<file path="src/rtl/freq_meter.sv">
// freq_meter: counts sync'd rising edges of sig_in over a gate window.
// Optional period measurement enabled by FREQ_METER_PERIOD_EN.
module freq_meter #(
  parameter int GATE_CYCLES = 50000000,
  parameter int CNT_W       = 26
) (
  input  logic             clk,
  input  logic             reset,
  input  logic             enable,
  input  logic             sig_in,
  output logic [CNT_W-1:0] freq,
  output logic             valid,
  output logic             overflow,
  output logic             busy
`ifdef FREQ_METER_PERIOD_EN
  ,
  output logic [CNT_W-1:0] period,
  output logic             period_valid
`endif
);

  localparam int GW =
    (GATE_CYCLES > 1) ? $clog2(GATE_CYCLES) : 1;
  localparam logic [GW-1:0] LAST = GW'(GATE_CYCLES - 1);

  typedef enum logic [1:0] {
    S_IDLE,
    S_GATE,
    S_LATCH
  } state_t;

  state_t           r_state;
  state_t           w_next;
  logic             w_busy;
  logic             r_s1;
  logic             r_s2;
  logic             r_s3;
  logic             w_edge;
  logic             w_full;
  logic [GW-1:0]    r_gate_cnt;
  logic [CNT_W-1:0] r_edge_cnt;
  logic             r_sat;
  logic [CNT_W-1:0] r_freq;
  logic             r_valid;
  logic             r_ovf;

  always_ff @(posedge clk or negedge reset) begin
    if (!reset) begin
      r_s1 <= 1'b0;
      r_s2 <= 1'b0;
      r_s3 <= 1'b0;
    end else begin
      r_s1 <= sig_in;
      r_s2 <= r_s1;
      r_s3 <= r_s2;
    end
  end

  assign w_edge = r_s2 & ~r_s3;
  assign w_full = &r_edge_cnt;

  always_ff @(posedge clk or negedge reset) begin
    if (!reset) r_state <= S_IDLE;
    else        r_state <= w_next;
  end

  always_comb begin
    w_next = r_state;
    unique case (r_state)
      S_IDLE:  if (enable) w_next = S_GATE;
      S_GATE: begin
        if (!enable)                 w_next = S_IDLE;
        else if (r_gate_cnt == LAST) w_next = S_LATCH;
      end
      S_LATCH: w_next = enable ? S_GATE : S_IDLE;
      default: w_next = S_IDLE;
    endcase
  end

  always_comb begin
    w_busy = 1'b0;
    unique case (r_state)
      S_GATE, S_LATCH: w_busy = 1'b1;
      default:         w_busy = 1'b0;
    endcase
  end

  // An edge seen while latching opens the next window's count.
  always_ff @(posedge clk or negedge reset) begin
    if (!reset) begin
      r_gate_cnt <= '0;
      r_edge_cnt <= '0;
      r_sat      <= 1'b0;
    end else begin
      unique case (r_state)
        S_GATE: begin
          r_gate_cnt <= r_gate_cnt + 1'b1;
          if (w_edge) begin
            if (w_full) r_sat      <= 1'b1;
            else        r_edge_cnt <= r_edge_cnt + 1'b1;
          end
        end
        S_LATCH: begin
          r_gate_cnt <= '0;
          r_edge_cnt <= CNT_W'(w_edge);
          r_sat      <= 1'b0;
        end
        default: begin
          r_gate_cnt <= '0;
          r_edge_cnt <= '0;
          r_sat      <= 1'b0;
        end
      endcase
    end
  end

  always_ff @(posedge clk or negedge reset) begin
    if (!reset) begin
      r_freq  <= '0;
      r_valid <= 1'b0;
      r_ovf   <= 1'b0;
    end else begin
      r_valid <= (r_state == S_LATCH);
      if (r_state == S_LATCH) begin
        r_freq <= r_edge_cnt;
        r_ovf  <= r_sat;
      end
    end
  end

  assign freq     = r_freq;
  assign valid    = r_valid;
  assign overflow = r_ovf;
  assign busy     = w_busy;

`ifdef FREQ_METER_PERIOD_EN
  logic             r_armed;
  logic [CNT_W-1:0] r_per_cnt;
  logic [CNT_W-1:0] r_period;
  logic             r_pvalid;

  // First edge after enable only arms; later edges report the gap.
  always_ff @(posedge clk or negedge reset) begin
    if (!reset) begin
      r_armed   <= 1'b0;
      r_per_cnt <= '0;
      r_period  <= '0;
      r_pvalid  <= 1'b0;
    end else if (!enable) begin
      r_armed   <= 1'b0;
      r_per_cnt <= '0;
      r_pvalid  <= 1'b0;
    end else if (w_edge) begin
      r_armed   <= 1'b1;
      r_per_cnt <= CNT_W'(1);
      r_pvalid  <= r_armed;
      if (r_armed) r_period <= r_per_cnt;
    end else begin
      r_pvalid <= 1'b0;
      if (!(&r_per_cnt)) r_per_cnt <= r_per_cnt + 1'b1;
    end
  end

  assign period       = r_period;
  assign period_valid = r_pvalid;
`endif

endmodule

</file>
<file path="config.mk">
export PLATFORM = sky130hd
export DESIGN_NAME = freq_meter
export DESIGN_NICKNAME = d
export VERILOG_FILES = /design/src/rtl/freq_meter.sv
export SDC_FILE = /design/constraint.sdc
export NUM_CORES = 1
export LEC_CHECK = 0
export CORE_MARGIN = 2
export CORE_UTILIZATION = 45
export CTS_BUF_LIST = sky130_fd_sc_hd__clkbuf_4
export CTS_CLUSTER_DIAMETER = 40
export CTS_CLUSTER_SIZE = 14
export DETAILED_ROUTE_END_ITERATION = 8
export PLACE_DENSITY = 0.77
export SKIP_LAST_GASP = 1
export SLEW_MARGIN = 20
export SYNTH_ARGS = -nofsm -noshare
export SYNTH_HDL_FRONTEND = slang
export SYNTH_SLANG_ARGS = --single-unit
</file>
<file path="constraint.sdc">
create_clock -name clk -period 2.25 [get_ports clk]
set_input_delay 0.225 -clock clk [delete_from_list [all_inputs] [get_ports clk]]
set_output_delay 0.225 -clock clk [all_outputs]
set_load 0.02 [all_outputs]
</file>
# Word level (Yosys, flattened, before mapping)
# Index checks and enable logic that the tools add are counted.
[op_classes]
addsub = 2
muxes = 13
n_eq_ne = 8
n_reduce_logical = 6
n_bitwise = 2
[op_table]
columns = ["operator", "n"]
rows = [
  ["$mux W26", 3],
  ["$add A26 B1 Y26 const B", 2],
  ["$pmux W26 S2", 1],
  ["$eq A26 B26 Y1 const B", 1],
  ["$reduce_and A26 Y1", 1],
  ["$ne A2 B2 Y1 const B", 4],
  ["$mux W2", 3],
  ["$pmux W2 S3", 1],
  ["$reduce_and A2 Y1", 3],
  ["$mux W1", 5],
  ["$ne A3 B3 Y1 const B", 1],
  ["$eq A2 B1 Y1 const B", 1],
  ["$eq A2 B2 Y1 const B", 1],
  ["$logic_not A2 Y1", 1],
  ["$reduce_or A2 Y1", 1],
  ["$and A1 B1 Y1", 1],
  ["$not A1 Y1", 1],
]
[word_totals]
reg_bits = 86
output_inout_bits = 29
input_bits = 4
elab_cells = 41

# Logic depth before layout (Yosys ltp)
[logic_depth]
ltp_word = 4
ltp_mapped = 10
mapped_depth_nobuf = 7

# Worst setup path after synthesis
# OpenSTA, ideal clock, no wires.
[synth_path]
path_type = "flip-flop to flip-flop"
startpoint = "register r_edge_cnt[10]"
endpoint = "register r_edge_cnt[15]"
path_buffers = 2
stages_incl_launch_ff = 8
setup_time_ps = 131
arrival_ps = 1996
period_less_slack_ps = 2127
t_required_ps = 2119
slack_ps = 123
cell_sequence = "dfrtp_1 > nand3_2 > or4_1 > buf_2 > o21ba_1 > buf_6 > and3_1 > or3_1"
[synth_via]
elab_chain_cells = 4
elab_cells_between_ends = 7
classes_between = "add/sub (1); eq/ne (1); mux (3); reduce/logical (2)"
[synth_lines]
columns = ["item", "line", "rtl"]
rows = [
  ["from (decl)", "41", "logic [CNT_W-1:0] r_edge_cnt;"],
  ["from (signal assigned)", "100", "else r_edge_cnt <= r_edge_cnt + 1'b1;"],
  ["from (signal assigned)", "105", "r_edge_cnt <= CNT_W'(w_edge);"],
  ["$add A26 B1 Y26", "100", ""],
  ["$mux W26", "99", "if (w_full) r_sat <= 1'b1;"],
  ["$mux W26", "98", "if (w_edge) begin"],
  ["$pmux W26 S2", "95", "unique case (r_state)"],
]
# Several ways; a longest one is shown, not always the timed one. The select of a mux whose other input is x is not followed.
# A chain may end at the register's enable or synchronous reset.

# Worst setup path after layout
[layout_path]
startpoint = "register r_edge_cnt[12]"
endpoint = "register r_edge_cnt[15]"
# Same word-level chain as after synthesis.

==> results_dict.tcl <==
set metrics [dict create \
    power_density_mw_per_mm2 610.4 \
    yosysSeqAreaShare_pct 51.14 \
    grt_util_met1_pct 24.99 \
    async_flop_share_pct 100.0 \
    hp-class "primary input to flip-flop" \
    finalCriticalPeriod_ns 2.138 \
    syn_area_sq_mm 0.004208 \
    cts_buffer_depth 2 \
    crit_arrival_ns 2.49 \
    startpoint_type "flip-flop" \
    mostFrequentLayoutCells "dfrtp_1, nand2_1, nand3_1" \
    postRouteWirelength_um 8839 \
    synthCells 404 \
    core_area_sq_mm 0.009153 \
    ios 33 \
    track_usage_pct 19.11 \
    synth_edf_count 0 \
    setup_violations 0 \
    area_growth_syn_to_layout_pct 17.84 \
    fp.dieW_um 100.7 \
    start_util_pct 45.97 \
    whs_ns 0.1831 \
    grt_max_degree 45 \
    antenna_cells 0 \
    grt_first_pass_wirelength_um 15350 \
    via_count 3336 \
    ys_top_cells_by_area "dfrtp_1, mux2_2, nand3_1, nand2_1, and2_1" \
    outcome "complete, no violations" \
    place_area_sq_mm 0.004805 \
    use_met3_pct 4.646 \
    synth-seq-cells 86 \
    required_ns 2.60 \
    syn_area_per_cell_sq_um 10.42 \
    gp_congestion 0.8595 \
    tns_ns 0 \
    antenna_found_initial 0 \
    initialDrtViolationCount 246 \
    die_h_um 100.7 \
    core.rowCount 35 \
    dieArea_sq_mm 0.01014 \
    final_common_cell "dfrtp_1" \
    h-tree-depth 3 \
    ir_drop_v 0.0003587 \
    port_buffers 32 \
    worst_pin_slew_ns 0.5639 \
    slew_headroom_pct 62.41 \
    clk_latency_ns 0.46 \
    nets 465 \
    synthFlopType "dfrtp_1" \
    max_freq_ghz 0.4677 \
    cts_setup_buffers 0 \
    dp.final_hpwl_um 6030 \
    ys_types 50 \
    fin_skew_ns 0.01803 \
    syn_nets 414 \
    grt_pass1_vias 3222 \
    dr.pass1.iters 6 \
    drv_slew 0 \
    ant_nets 0 \
    clk_pin_slew_ns 0.14 \
    wl_per_cell_um 15.48 \
    path_max_fanout 9 \
    via_per_inst 5.842 \
    final_cell_area_sq_mm 0.004959 \
    finalCritPeriodShare_pct 95.03 \
    crit_path_end_kind "flip-flop" \
    drive_above_1_share_pct 16.52 \
    overflow 0 \
    synth_top_cell_by_area "dfrtp_1" \
    hold_violations 0 \
    cts_tree "done" \
    grtUsageMet2_pct 30.97 \
    synth_top_area_share_pct 51.14 \
    ctsRootBufferMaster "clkbuf_4" \
    ys_warn_count 0 \
    leakage_nw 2.182 \
    grt.busiest_layer "met2" \
    drv_cap 0 \
    numCtsBuffers 9 \
    drc_errors 0 \
    path_class "flip-flop to flip-flop" \
    clkSinkCount 86 \
]
## power by group
group | switching (mW) | total, mW | internal, mW | leakage, nW
Sequential | 0.0357 | 1.61 | 1.57 | 1.19
Clock | 0.534 | 0.881 | 0.347 | 0.0700
Combinational | 0.364 | 0.536 | 0.171 | 0.920
Total | 0.934 | 3.03 | 2.09 | 2.18
## timing repair
item | CTS | global route
hold buffers | 1 | 0
gates resized for setup | 1 | 2
hold endpoints to repair | 43 | 0
pin swaps | 0 | 0
endpoints found under the setup margin | 1 | 15
## kinds of logic after synthesis
family	Yosys count	synth area share, %
fa+ha+maj	6	1.784
simple gates	174	22.45
xor+xnor	17	3.538
flops	86	51.14
mux	33	8.653
buf+inv	28	2.795
compound gates	60	9.635
## through the flow
step | util [%] | power, mW | std cells | setup slack (ns)
3_5_place_dp | 52.49 | 2.174 | 554 | 0.1150
3_3_place_gp | 52.49 | 2.158 | 554 | 0.2075
5_1_grt | 54.18 | 3.187 | 571 | -0.01408
2_1_floorplan | - | 1.983 | 404 | 0.1228
6_report | 54.18 | 3.027 | 571 | 0.1118
4_1_cts | 54.09 | 3.048 | 571 | 0.07371
## registers in the layout, summed over array words and instances (netlist names)
name,flops
overflow,1
r_state,2
r_s2,1
valid,1
r_gate_cnt,26
freq,26
r_sat,1
r_edge_cnt,26
r_s1,1
r_s3,1
## cell type report
type,instances,area (sq um)
Fill cell,795,4194
Sequential cell,86,2152
Multi-Input combinational cell,290,1946
Timing Repair Buffer,60,554.3
Tap cell,111,138.9
Clock buffer,10,75.07
Clock inverter,6,62.56
Inverter,8,30.03
## Yosys cell counts (2+ instances only)
library cell	instances
o32ai_1	6
nor4b_1	2
o21ai_0	7
ha_1	6
o22ai_1	2
mux2i_1	6
nor4_1	6
and4_1	7
nor3_1	8
nand2b_1	5
nand3_1	36
nand4b_1	2
o311ai_0	2
o21bai_1	2
or3_1	6
and3_1	8
nor2_1	9
nand2_1	43
clkbuf_1	14
xnor2_1	13
o31a_1	3
inv_1	8
o21a_1	4
and2_1	21
xor2_1	4
nor2b_1	2
mux2_2	27
nand4_1	14
a21oi_1	17
a31o_2	2
a31oi_1	5
buf_2	4
dfrtp_1	86
## worst paths after layout
path | to | cells past startpoint | slack [ns] | from
worst max-delay path | r_edge_cnt[15] | 5 | 0.11 | r_edge_cnt[12]
worst min-delay path | r_s1 | 1 | 0.18 | sig_in
worst min register to register | r_s2 | 0 | 0.37 | r_s1
min in group asynchronous | r_sat | 2 | 0.29 | reset
max in group asynchronous | freq[3] | 3 | 1.34 | reset
worst max register to register | r_edge_cnt[15] | 5 | 0.11 | r_edge_cnt[12]
## critical path, stage by stage (launching register included)
cell and delay [ns]:
dfrtp_1 0.39, nand3_2 0.13, or4_1 0.75, o21ba_1 0.27
and3_1 0.16, or3_1 0.36
## routing by layer
layer	share of wire (%)	wire length [um]
met3	6.1	536
met2	49	4301
met5	0	0
met1	44	3915
met4	0.96	85
(Power assumes the default switching activity.)
